==> src/rtl/mem_arbiter_pkg.sv <==
// Shared types and defaults for the main-memory arbiter: FSM states and the
// owner codes carried by the response-routing line.
package mem_arb_pkg;

  localparam int MEM_LATENCY_DEFAULT = 4;

  typedef enum logic [1:0] {
    IDLE   = 2'd0,
    I_FILL = 2'd1,
    D_FILL = 2'd2,
    STORE  = 2'd3
  } arb_state_t;

  // OWNER_NONE must stay at zero so a reset owner line reads as "nobody".
  typedef enum logic [1:0] {
    OWNER_NONE = 2'd0,
    OWNER_I    = 2'd1,
    OWNER_D    = 2'd2
  } owner_t;

endpackage

==> src/rtl/mem_arbiter_if.sv <==
// Bundle of the requester handshakes and the memory port around mem_arbiter.
// master is the arbiter's view; slave is the view of caches plus memory.
interface mem_arbiter_if;

  logic        i_req;
  logic [15:0] i_addr;
  logic        d_req;
  logic [15:0] d_addr;
  logic        st_req;
  logic [15:0] st_addr;
  logic [15:0] st_data;
  logic        i_grant;
  logic        d_grant;
  logic        st_ack;
  logic        i_data_valid;
  logic        d_data_valid;
  logic        mem_enable;
  logic        mem_wr;
  logic [15:0] mem_addr;
  logic [15:0] mem_wdata;
  logic        mem_data_valid;

  modport master (
    input  i_req, i_addr, d_req, d_addr, st_req, st_addr, st_data, mem_data_valid,
    output i_grant, d_grant, st_ack, i_data_valid, d_data_valid,
           mem_enable, mem_wr, mem_addr, mem_wdata
  );

  modport slave (
    output i_req, i_addr, d_req, d_addr, st_req, st_addr, st_data, mem_data_valid,
    input  i_grant, d_grant, st_ack, i_data_valid, d_data_valid,
           mem_enable, mem_wr, mem_addr, mem_wdata
  );

endinterface

==> src/rtl/dff.sv <==
// Basic register cell with synchronous active-high clear.
module dff #(
  parameter int WIDTH = 1
) (
  input  logic             clk,
  input  logic             rst,
  input  logic [WIDTH-1:0] d,
  output logic [WIDTH-1:0] q
);

  always_ff @(posedge clk) begin
    if (rst) q <= '0;
    else     q <= d;
  end

endmodule

==> src/rtl/mem_arbiter_owner_pipe.sv <==
// Shift line of owner codes, DEPTH stages long, so the code pushed with a read
// reaches the tail in the same cycle as that read's data valid.
module owner_pipe
  import mem_arb_pkg::*;
#(
  parameter int DEPTH = MEM_LATENCY_DEFAULT
) (
  input  logic   clk,
  input  logic   rst,
  input  owner_t push,
  output owner_t tail
);

  logic [1:0] stage_q [DEPTH];

  for (genvar g = 0; g < DEPTH; g++) begin : g_stage
    if (g == 0) begin : g_head
      dff #(.WIDTH(2)) u_dff (.clk(clk), .rst(rst), .d(push), .q(stage_q[g]));
    end else begin : g_body
      dff #(.WIDTH(2)) u_dff (.clk(clk), .rst(rst), .d(stage_q[g-1]), .q(stage_q[g]));
    end
  end

  assign tail = owner_t'(stage_q[DEPTH-1]);

endmodule

==> src/rtl/mem_arbiter.sv <==
// Arbitrates the shared memory port between I-fill, D-fill and stores.
// Optional ARB_FAIR_EN: alternate I/D fills when both request together.
module mem_arbiter
  import mem_arb_pkg::*;
#(
  parameter int MEM_LATENCY = MEM_LATENCY_DEFAULT
) (
  input logic           clk,
  input logic           rst,
  mem_arbiter_if.master bus
);

  arb_state_t state, next_state;
  owner_t     owner_push, owner_tail;
  logic       prefer_i;

  always_ff @(posedge clk) begin
    if (rst) state <= IDLE;
    else     state <= next_state;
  end

`ifdef ARB_FAIR_EN
  logic last_d;

  // Remembers which cache won the most recent fill so a tie goes the other way.
  always_ff @(posedge clk) begin
    if (rst)                                      last_d <= 1'b0;
    else if (state == IDLE && next_state == D_FILL) last_d <= 1'b1;
    else if (state == IDLE && next_state == I_FILL) last_d <= 1'b0;
  end

  assign prefer_i = last_d;
`else
  assign prefer_i = 1'b0;
`endif

  always_comb begin
    next_state = state;
    case (state)
      IDLE: begin
        if (bus.st_req)                             next_state = STORE;
        else if (bus.d_req && bus.i_req && prefer_i) next_state = I_FILL;
        else if (bus.d_req)                         next_state = D_FILL;
        else if (bus.i_req)                         next_state = I_FILL;
      end
      I_FILL:  next_state = bus.i_req ? I_FILL : IDLE;
      D_FILL:  next_state = bus.d_req ? D_FILL : IDLE;
      STORE:   next_state = IDLE;
      default: next_state = IDLE;
    endcase
  end

  always_comb begin
    bus.i_grant    = 1'b0;
    bus.d_grant    = 1'b0;
    bus.st_ack     = 1'b0;
    bus.mem_enable = 1'b0;
    bus.mem_wr     = 1'b0;
    bus.mem_addr   = 16'h0000;
    bus.mem_wdata  = 16'h0000;
    owner_push     = OWNER_NONE;
    case (state)
      I_FILL: begin
        bus.i_grant    = 1'b1;
        bus.mem_enable = 1'b1;
        bus.mem_addr   = bus.i_addr;
        owner_push     = OWNER_I;
      end
      D_FILL: begin
        bus.d_grant    = 1'b1;
        bus.mem_enable = 1'b1;
        bus.mem_addr   = bus.d_addr;
        owner_push     = OWNER_D;
      end
      STORE: begin
        bus.st_ack     = 1'b1;
        bus.mem_enable = 1'b1;
        bus.mem_wr     = 1'b1;
        bus.mem_addr   = bus.st_addr;
        bus.mem_wdata  = bus.st_data;
      end
      default: ;
    endcase
  end

  owner_pipe #(.DEPTH(MEM_LATENCY)) u_owner_pipe (
    .clk  (clk),
    .rst  (rst),
    .push (owner_push),
    .tail (owner_tail)
  );

  // Responses follow whoever issued the read, not whoever holds the grant now.
  assign bus.i_data_valid = bus.mem_data_valid && (owner_tail == OWNER_I);
  assign bus.d_data_valid = bus.mem_data_valid && (owner_tail == OWNER_D);

endmodule

==> src/flat_wrapper.sv <==
// flat-port wrapper written by rule: the top's interface ports become plain ports
module mem_arbiter_flat import mem_arb_pkg::*;
#(
  parameter int MEM_LATENCY = MEM_LATENCY_DEFAULT
)
  (clk, rst, bus_i_req, bus_i_addr, bus_d_req, bus_d_addr, bus_st_req, bus_st_addr, bus_st_data, bus_mem_data_valid, bus_i_grant, bus_d_grant, bus_st_ack, bus_i_data_valid, bus_d_data_valid, bus_mem_enable, bus_mem_wr, bus_mem_addr, bus_mem_wdata);
  mem_arbiter_if bus_i ();
  input logic clk;
  input logic rst;
  input wire logic [$bits(bus_i.i_req)-1:0] bus_i_req;
  input wire logic [$bits(bus_i.i_addr)-1:0] bus_i_addr;
  input wire logic [$bits(bus_i.d_req)-1:0] bus_d_req;
  input wire logic [$bits(bus_i.d_addr)-1:0] bus_d_addr;
  input wire logic [$bits(bus_i.st_req)-1:0] bus_st_req;
  input wire logic [$bits(bus_i.st_addr)-1:0] bus_st_addr;
  input wire logic [$bits(bus_i.st_data)-1:0] bus_st_data;
  input wire logic [$bits(bus_i.mem_data_valid)-1:0] bus_mem_data_valid;
  output wire logic [$bits(bus_i.i_grant)-1:0] bus_i_grant;
  output wire logic [$bits(bus_i.d_grant)-1:0] bus_d_grant;
  output wire logic [$bits(bus_i.st_ack)-1:0] bus_st_ack;
  output wire logic [$bits(bus_i.i_data_valid)-1:0] bus_i_data_valid;
  output wire logic [$bits(bus_i.d_data_valid)-1:0] bus_d_data_valid;
  output wire logic [$bits(bus_i.mem_enable)-1:0] bus_mem_enable;
  output wire logic [$bits(bus_i.mem_wr)-1:0] bus_mem_wr;
  output wire logic [$bits(bus_i.mem_addr)-1:0] bus_mem_addr;
  output wire logic [$bits(bus_i.mem_wdata)-1:0] bus_mem_wdata;
  assign bus_i.i_req = bus_i_req;
  assign bus_i.i_addr = bus_i_addr;
  assign bus_i.d_req = bus_d_req;
  assign bus_i.d_addr = bus_d_addr;
  assign bus_i.st_req = bus_st_req;
  assign bus_i.st_addr = bus_st_addr;
  assign bus_i.st_data = bus_st_data;
  assign bus_i.mem_data_valid = bus_mem_data_valid;
  assign bus_i_grant = bus_i.i_grant;
  assign bus_d_grant = bus_i.d_grant;
  assign bus_st_ack = bus_i.st_ack;
  assign bus_i_data_valid = bus_i.i_data_valid;
  assign bus_d_data_valid = bus_i.d_data_valid;
  assign bus_mem_enable = bus_i.mem_enable;
  assign bus_mem_wr = bus_i.mem_wr;
  assign bus_mem_addr = bus_i.mem_addr;
  assign bus_mem_wdata = bus_i.mem_wdata;
  mem_arbiter #(.MEM_LATENCY(MEM_LATENCY)) u_core (.clk(clk), .rst(rst), .bus(bus_i));
endmodule
==> config.mk <==
export PLATFORM = sky130hd
export DESIGN_NAME = mem_arbiter_flat
export DESIGN_NICKNAME = d
export VERILOG_FILES = /design/src/rtl/mem_arbiter_pkg.sv /design/src/rtl/mem_arbiter_if.sv /design/src/rtl/dff.sv /design/src/rtl/mem_arbiter_owner_pipe.sv /design/src/rtl/mem_arbiter.sv /design/src/flat_wrapper.sv
export SDC_FILE = /design/constraint.sdc
export NUM_CORES = 1
export LEC_CHECK = 0
export CAP_MARGIN = 20
export CELL_PAD_IN_SITES_DETAIL_PLACEMENT = 0
export CELL_PAD_IN_SITES_GLOBAL_PLACEMENT = 2
export CORE_UTILIZATION = 12
export CTS_CLUSTER_SIZE = 20
export DETAILED_ROUTE_END_ITERATION = 12
export GPL_TIMING_DRIVEN = 0
export PLACE_DENSITY = 0.8
export SYNTH_ARGS = -nofsm -noshare
export SYNTH_HDL_FRONTEND = slang
export SYNTH_SLANG_ARGS = --single-unit
==> constraint.sdc <==
create_clock -name clk -period 3.9 [get_ports clk]
set_clock_uncertainty 0.05 [all_clocks]
set_input_delay 1.17 -clock clk [delete_from_list [all_inputs] [get_ports clk]]
set_output_delay 1.17 -clock clk [all_outputs]
set_load 0.05 [all_outputs]
After elaboration in Yosys (flattened, before gate mapping)
Cells that the tools add are included.

Flip-flop bits (word level): 10. Input bits: 70. Output and inout bits: 39.

Equality and inequality tests: 6. Multiplexer cells: 13. Reductions and logical operators: 4.

Operator list (number): $pmux 16 s3 (1); $mux 16 (1); $mux 2 (4); $pmux 2 s4 (1); $eq 2x2->1 const B (3); $mux 1 (5); $eq 2x1->1 const B (2); $ne 4x4->1 const B (1); $pmux 2 s2 (1); $reduce_or 3->1 (1); $logic_and 1x1->1 (2); $logic_not 2->1 (1).

Longest topological paths before layout
Gate-level depths: netlist of run 1.

Depth after elaboration: 4. Gate-level depth with buffers: 6.

Hierarchy
Synthesis of run 1 repeated with hierarchy kept, for this count alone.

Cell total of the unflattened synthesis: 92. Area, all modules: 852.1 um^2.

Modules (own cells, without submodules): mem_arbiter (instances 1, cells an instance 76, area an instance 641.9 um^2, sequential area each 40.0 um^2); dff (instances 4, cells an instance 4, area an instance 52.6 um^2, sequential area each 40.0 um^2).

Worst setup path after synthesis of run 1
Ideal clock, no wire load.

Path type: input -> output. From: in bus_st_addr[10]. To: out bus_mem_addr[10]. Arrival: 2309 ps. Required time: 2680 ps. Slack: 371 ps. Cell stages on the path: 2. Path through: mux2i_1 > o21ai_0.

Word-level cells in the longest chain between the ends: 1.

Ends and longest elaborated chain: start, declared (RTL line flat_wrapper.sv:15) `input wire logic [$bits(bus_i.st_addr)-1:0] bus_st_addr;`; $pmux 16 s3 (RTL line mem_arbiter.sv:62) `case (state)`; end, declared (RTL line flat_wrapper.sv:25) `output wire logic [$bits(bus_i.mem_addr)-1:0] bus_mem_addr;`.

Every way passes these cells.

Worst setup path after layout of run 1
From: in bus_d_addr[10]. To: out bus_mem_addr[10].

Word-level cells in the longest chain between the ends: 1.

Ends and longest elaborated chain: start, declared (RTL line flat_wrapper.sv:13) `input wire logic [$bits(bus_i.d_addr)-1:0] bus_d_addr;`; $pmux 16 s3 (RTL line mem_arbiter.sv:62).

Every way passes these cells.

==> results of run 1 <==
==> cells in the mapped netlist, drive strengths merged <==
library cell / n / area (um^2)
a21oi: 2 / 10.0
and3b: 1 / 8.76
dfxtp: 10 / 200
clkbuf: 4 / 16.3
and3: 16 / 100
or2: 1 / 6.26
nand2: 17 / 68.8
nor2b: 8 / 57.6
nor3b: 1 / 7.51
nand2b: 1 / 6.26
nor3: 3 / 20.0
nor2: 2 / 7.51
mux2i: 16 / 160
inv: 1 / 3.75
o21ai: 16 / 114
buf: 8 / 80.1
and2: 1 / 6.26
==> path summary, 6_finish.rpt <==
check | slack [ns] | cells past startpoint | from | endpoint
max | 0.01 | 4 | bus_d_addr[10] | bus_mem_addr[10]
min | 0.38 | 1 | u_core.u_owner_pipe.g_stage[0].g_head.u_dff.q[0] | u_core.u_owner_pipe.g_stage[1].g_body.u_dff.q[0]
max reg2reg | 2.83 | 3 | u_core.state[1] | u_core.u_owner_pipe.g_stage[0].g_head.u_dff.q[1]
min reg2reg | 0.38 | 1 | u_core.u_owner_pipe.g_stage[0].g_head.u_dff.q[0] | u_core.u_owner_pipe.g_stage[1].g_body.u_dff.q[0]
==> cells by family (layout without fill, tap and decap cells) <==
logic type,after synthesis,in the layout,synth area share [%]
AO/OA/AOI/OAI,18,18,14.2
flip-flops,10,10,22.9
AND/OR/NAND/NOR,51,51,33.1
multiplexers,16,16,18.3
buffers and inverters,13,124,11.5
==> where the power goes <==
group / switching (mW) / internal [mW] / total, mW
Clock: 0.0370 / 0.0884 / 0.125
Combinational: 0.154 / 0.136 / 0.289
Sequential: 0.00241 / 0.107 / 0.109
Total: 0.193 / 0.331 / 0.524
==> state kept, by name, indices dropped and copies added, names as in the netlist <==
signal,flops
u_core.u_owner_pipe.g_stage.g_body.u_dff.q,6
u_core.state,2
u_core.u_owner_pipe.g_stage.g_head.u_dff.q,2
==> layer usage <==
| layer | routed length (um) | global-route usage, % |
|---|---|---|
| met2 | 1520 | 15.1 |
| met3 | 395 | 2.37 |
| met4 | 0 | 1.34 |
| met5 | 0 | 0 |
| met1 | 1410 | 10.1 |
==> final cells by class <==
class                           instances  area [um^2]  share of cell area (%)
Timing Repair Buffer                  107         1090                    51.0
Tap cell                               96          120                    5.61
Sequential cell                        10          200                    9.35
Multi-Input combinational cell         85          573                    26.8
Inverter                                1         3.75                   0.175
Buffer                                 12         96.3                    4.50
Clock buffer                            4         55.1                    2.57
==> metrics by stage <==
stage	instances	hold WS, ns	util [%]	total power [mW]	worst slack (ns)
5_1_grt	315	0.396	31.0	0.552	0.00129
3_5_place_dp	311	0.375	29.9	0.406	-0.00133
2_1_floorplan	108	0.364	-	0.274	0.371
6_report	315	0.381	31.0	0.524	0.0117
3_3_place_gp	311	0.372	29.9	0.405	0.0168
4_1_cts	315	0.386	30.7	0.535	0.0000702
==> what timing repair did <==
action	in CTS	in global routing
endpoints found under the setup margin	1	9
pin swaps	0	0
cloned	0	0
gates resized for setup	1	9
setup buffers	0	0
==> critical path, stage by stage <==
cell and delay [ns]:
clkdlybuf4s50_1 0.46, mux2i_1 0.06, o21ai_0 0.14, clkdlybuf4s50_1 0.84
==> reports/metrics.cfg, run 1 <==
[run_status]
outcome = complete, no violations

[clock_tree]
cts_buffers = 3
holdBufCountCts = 0
clk_pin_slew_worst_paths_ns = 0.04
cts_buffer_depth = 2
tritoncts = done
ctsHtreeMaxLevel = 1
numClockSinks = 10
root_buffer = clkbuf_8
clk_latency_ns = 0.23

[synthesis]
syn_nets = 178
syn_area_um2 = 873
syn_avg_cell_area_um2 = 8.09
synth.distinct_cells = 25
synth-seq-cells = 10
yosysSeqAreaShare_pct = 22.9
yosysWarnings = 0
synth_cells = 108

[sta]
grt_setup_unrepaired = no
clock.fmax_mhz = 257
tightest_slew_ns = 0.520
min_period_ns = 3.89
setup_violations = 0
hold_viol_final = 0
post-route-period-util_pct = 99.7
relSlewSlack_pct = 65.2
finalSetupTns_ns = 0
drv_slew = 0

[worst_setup_path]
path_max_fanout = 1
start_kind = input pin
end_kind = primary output
worstPathArrival_ns = 2.67
required_ns = 2.68
path_class = in -> out

[routing]
drc = 0
drt_pre_antenna_iters = 2
viasPerCell = 3.67
routed_wl_mm = 3.33
drt_iter0_drc = 9
routedWlPerCell_um = 10.6
vias = 1155
postRouteAntennaNets = 0

[final_layout]
layout.nets = 290
layout_common_cells = 97 x clkdlybuf4s50_1, 16 x mux2i_1, 16 x and3_1
syn_to_final_growth_pct = 145
fillers = 741
finalInstanceArea_um2 = 2140
drive_gt1_share_pct = 12.8
final_common_cell = clkdlybuf4s50_1
diodes = 0

[global_route]
antenna_found_initial = 0
overflow = 0
grt_first_pass_wirelength_mm = 5.09
track_usage_pct = 8.43
grt_pass1_vias = 1059
grt_max_degree = 11

[die]
die_width_um = 87.3
io_pins = 109
die_area_um2 = 7620
num_rows = 30
initial_core_util_pct = 12.6
core_region_area_um2 = 6910
die_h_um = 87.3

[placement]
place_area_um2 = 2060
dpl.hpwl_mm = 2.65
portBuffers = 107
gp_congestion = 0.704

[pwr]
p_per_area_nw_per_um2 = 245
vdd_drop_max_mv = 0.0652
p_leak_nw = 0.968

[min_path]
hold_path_class = reg -> reg

[job]
drv_cap = 0

Note: power is estimated with default switching activity, not from simulation.
==> run 2: changes to the inputs <==
==> constraint.sdc (replaced) <==
create_clock -name clk -period 4.8 [get_ports clk]
set_clock_uncertainty 0.05 [all_clocks]
set_input_delay 1.44 -clock clk [delete_from_list [all_inputs] [get_ports clk]]
set_output_delay 1.44 -clock clk [all_outputs]
set_load 0.05 [all_outputs]
==> reports/metrics.cfg, run 2 (synthesis gave the netlist of run 1 again) <==
[worst_setup_path]
worstPathArrival_ns = 2.95
required_ns = 3.31
startpoint = bus_st_addr[7]
start_kind = input pin
end_kind = primary output
path_class = in -> out
r2r-start = u_core.state[1]
path_max_fanout = 1

[clock_tree]
post-cts-setup-buffers = 0
numClockSinks = 10
cts_buffer_depth = 2
clk_pin_slew_worst_paths_ns = 0.04
clk_latency_ns = 0.23
postCtsResizedCells = 0
tritoncts = done
cts_buffers = 3
root_buffer = clkbuf_8
holdBufCountCts = 0
ctsHtreeMaxLevel = 1

[routing]
viasPerCell = 3.65
drt_iter0_drc = 9
routed_wl_mm = 3.32
routedWlPerCell_um = 10.5
vias = 1151
postRouteAntennaNets = 0
drc = 0
drt_pre_antenna_iters = 2

[die]
io_pins = 109
die_area_um2 = 7620
die_width_um = 87.3
die_h_um = 87.3
core_region_area_um2 = 6910
initial_core_util_pct = 12.6
num_rows = 30

[job]
drv_cap = 0

[pwr]
intPower_mw = 0.270
power_mw = 0.427
p_leak_nw = 0.831
power_frac_seq_pct = 20.7
p_sw_share_pct = 36.8
vdd_drop_max_mv = 0.0531
p_comb_share_pct = 55.4
clkPwrFrac_pct = 23.8
power.switching_mw = 0.157
p_per_area_nw_per_um2 = 202

[sta]
clock.fmax_mhz = 225
finalSetupTns_ns = 0
post-route-period-util_pct = 92.5
min_period_ns = 4.44
setup_violations = 0
grt_setup_unrepaired = no
hold_viol_final = 0
hold_ws_ns = 0.381
tightest_slew_ns = 0.520
relSlewSlack_pct = 65.2
drv_slew = 0

[final_layout]
syn_to_final_growth_pct = 143
layout_common_cells = 107 x clkdlybuf4s50_1, 16 x mux2i_1, 16 x and3_1
top_register = u_core.u_owner_pipe.g_stage.g_body.u_dff.q
final_common_cell = clkdlybuf4s50_1
top_regs = u_core.u_owner_pipe.g_stage.g_body.u_dff.q (6), u_core.state (2), u_core.u_owner_pipe.g_stage.g_head.u_dff.q (2)
finalInstanceArea_um2 = 2120
diodes = 0
drive_gt1_share_pct = 12.8
final_core_util_pct = 30.7
largest_reg_flops = 6
layout.nets = 290

[global_route]
grt_max_degree = 11
track_usage_pct = 8.43
antenna_found_initial = 0
grt_first_pass_wirelength_mm = 5.09
grt_pass1_vias = 1059
overflow = 0

[placement]
dpl.hpwl_mm = 2.65
gp_congestion = 0.704
place_area_um2 = 2060
portBuffers = 107

[run_status]
outcome = complete, no violations

[min_path]
worstHoldStart = u_core.u_owner_pipe.g_stage[0].g_head.u_dff.q[0]
hold_path_class = reg -> reg

[run 2: cell count changes in the layout (fill, tap and decap cells not counted), sizes merged]
cell	delta
clkdlybuf4s50	+10
dlygate4sd2	-1
dlymetal6s2s	-9
[run 2: layout make-up]
cell class,count,area (um^2)
plain buffers,12,96.3
clock buffers,4,55.1
fillers,741,4790
inverters,1,3.75
multi-input cells,85,573
flip-flops and latches,10,200
well taps,96,120
repair buffers,107,1070
[run 2: worst max-delay path, stage by stage]
cell             delay, ns
clkdlybuf4s50_1       0.45
mux2i_1               0.06
o21ai_0               0.16
clkdlybuf4s50_1       0.83
[run 2: layer usage]
metal / part of all wire, % / routed length, um / GRT usage, %
met4: 0 / 0 / 1.34
met1: 43 / 1420 / 10.1
met2: 45 / 1500 / 15.1
met3: 12 / 388 / 2.37
met5: 0 / 0 / 0
[run 2: final timing paths]
| check | endpoint | slack (ns) | depth (start not counted) |
|---|---|---|---|
| setup / recovery | bus_mem_addr[7] | 0.36 | 4 |
| hold / removal | u_core.u_owner_pipe.g_stage[1].g_body.u_dff.q[0] | 0.38 | 1 |
| setup reg to reg | u_core.u_owner_pipe.g_stage[0].g_head.u_dff.q[1] | 3.72 | 3 |
| hold reg to reg | u_core.u_owner_pipe.g_stage[1].g_body.u_dff.q[0] | 0.38 | 1 |
[run 2: through the flow]
step	cells	worst slack [ns]
2_1_floorplan	108	0.731
3_3_place_gp	311	0.377
3_5_place_dp	311	0.359
5_1_grt	315	0.299
4_1_cts	315	0.356
6_report	315	0.361
[run 2: power groups by stage]
stage | logic, mW | registers (mW) | clock network (mW)
after floorplan | 0.133 | 0.0897 | 0
after global placement | 0.239 | 0.0900 | 0
after detailed placement | 0.240 | 0.0902 | 0
after CTS | 0.241 | 0.0885 | 0.106
after global routing | 0.251 | 0.0887 | 0.110
final | 0.237 | 0.0886 | 0.102
==> run 3: changes to the inputs <==
--- a/config.mk
+++ b/config.mk
@@ -8,6 +8,7 @@
 export CAP_MARGIN = 20
 export CELL_PAD_IN_SITES_DETAIL_PLACEMENT = 0
 export CELL_PAD_IN_SITES_GLOBAL_PLACEMENT = 2
+export CORE_MARGIN = 8
 export CORE_UTILIZATION = 12
 export CTS_CLUSTER_SIZE = 20
 export DETAILED_ROUTE_END_ITERATION = 12
==> constraint.sdc (replaced) <==
create_clock -name clk -period 4.8 [get_ports clk]
set_clock_uncertainty 0.05 [all_clocks]
set_input_delay 0.72 -clock clk [delete_from_list [all_inputs] [get_ports clk]]
set_output_delay 0.72 -clock clk [all_outputs]
set_load 0.05 [all_outputs]
==> reports/metrics.cfg, run 3 (synthesis gave the netlist of run 1 again) <==
[global_route]
grt_max_degree = 11
antenna_found_initial = 0
grt_first_pass_wirelength_mm = 6.14
overflow = 0
grt_pass1_vias = 1219
track_usage_pct = 7.52

[placement]
gp_congestion = 0.696
dpl.hpwl_mm = 3.41
portBuffers = 107
pre_cts_slack_ns = 1.78

[clock_tree]
postCtsResizedCells = 0
ctsHtreeMaxLevel = 1
cts_buffers = 3
numClockSinks = 10
clk_pin_slew_worst_paths_ns = 0.05
holdBufCountCts = 0
root_buffer = clkbuf_8
clk_latency_ns = 0.23
tritoncts = done
cts_buffer_depth = 2
post-cts-setup-buffers = 0

[final_layout]
fillers = 784
top_regs = u_core.u_owner_pipe.g_stage.g_body.u_dff.q (6), u_core.state (2), u_core.u_owner_pipe.g_stage.g_head.u_dff.q (2)
final_common_cell = clkdlybuf4s50_1
layout.nets = 290
final_core_util_pct = 29.8
diodes = 0
drive_gt1_share_pct = 12.8
layout_common_cells = 107 x clkdlybuf4s50_1, 16 x mux2i_1, 16 x and3_1
syn_to_final_growth_pct = 143
largest_reg_flops = 6
regArea_um2 = 200
top_register = u_core.u_owner_pipe.g_stage.g_body.u_dff.q
multi_input_area_um2 = 573

[sta]
post-route-period-util_pct = 62.5
hold_ws_ns = 0.382
min_period_ns = 3.00
grt_setup_unrepaired = no
setup_violations = 0
hold_viol_final = 0
setup_ws_ns = 1.80
relSlewSlack_pct = 64.9
finalSetupTns_ns = 0
drv_slew = 0
clock.fmax_mhz = 334
tightest_slew_ns = 0.526

[worst_setup_path]
path_class = in -> out
crit_family = buffers and inverters
path_max_fanout = 1
r2r_cells = 3
required_ns = 4.03
start_kind = input pin
end_kind = primary output
r2r_slack_ns = 3.76
worstPathArrival_ns = 2.23
crit_top_cell = clkdlybuf4s50_1
timing.rr.end = u_core.u_owner_pipe.g_stage[0].g_head.u_dff.q[1]
path_buf_inv = 2
max_stage_delay_ns = 0.83
r2r-start = u_core.state[1]
path_cells = clkdlybuf4s50_1, mux2i_1, o21ai_0, clkdlybuf4s50_1
crit_slowest_cell = clkdlybuf4s50_1

[die]
io_pins = 109
initial_core_util_pct = 12.2
num_rows = 31
die_width_um = 101
core_region_area_um2 = 7140
die_h_um = 101
die_area_um2 = 10300

[routing]
drt_pre_antenna_iters = 4
viasPerCell = 3.61
drt_iter0_drc = 15
postRouteAntennaNets = 0
drc = 0
routedWlPerCell_um = 12.6
vias = 1148
routed_wl_mm = 4.01

[pwr]
vdd_drop_max_mv = 0.0550
p_per_area_nw_per_um2 = 202
p_leak_nw = 0.831

[min_path]
hold_path_class = reg -> reg
holdPathStages = 1
worstHoldStart = u_core.u_owner_pipe.g_stage[2].g_body.u_dff.q[0]
min_to = u_core.u_owner_pipe.g_stage[3].g_body.u_dff.q[0]

[run_status]
outcome = complete, no violations

[job]
drv_cap = 0

==> run 3: cell counts in the layout (fill, tap and decap cells not counted) <==
No cell type changed its count.
==> run 3: stage by stage <==
stage	std cells	power (mW)	instance area, um^2
final	318	0.429	2120
after global routing	318	0.451	2120
after CTS	318	0.437	2120
after detailed placement	314	0.331	2070
after global placement	314	0.331	2070
after floorplan	108	0.222	873
==> run 3: layout make-up <==
| type | instances | share of cell area, % |
|---|---|---|
| Tap cell | 99 | 5.83 |
| Timing Repair Buffer | 107 | 50.4 |
| Buffer | 12 | 4.54 |
| Inverter | 1 | 0.177 |
| Clock buffer | 4 | 2.59 |
| Multi-Input combinational cell | 85 | 27.0 |
| Sequential cell | 10 | 9.43 |
==> run 3: worst max path at each step <==
stage                     slack [ns]  depth (start not counted)                to       startpoint
after floorplan                 2.17                          2  bus_mem_addr[10]  bus_st_addr[10]
after global placement          1.81                          4   bus_mem_addr[2]   bus_st_addr[2]
after detailed placement        1.78                          4   bus_mem_addr[3]   bus_st_addr[3]
after CTS                       1.79                          4   bus_mem_addr[3]   bus_st_addr[3]
after global routing            1.69                          4  bus_mem_addr[13]  bus_st_addr[13]
final                           1.80                          4  bus_mem_addr[15]  bus_st_addr[15]
==> run 3: routing by layer <==
metal | up-vias | wire length, um | GRT usage, %
met5 | - | 0 | 0
met2 | 72 | 1810 | 12.8
met4 | 0 | 24 | 2.06
met3 | 2 | 451 | 2.61
met1 | 484 | 1720 | 8.73
li1 | 590 | - | -
==> run 3: report_power, final <==
part / total [mW] / internal, mW / switching [mW]
clock: 0.103 / 0.0720 / 0.0314
sequential: 0.0884 / 0.0866 / 0.00182
combinational: 0.238 / 0.112 / 0.126
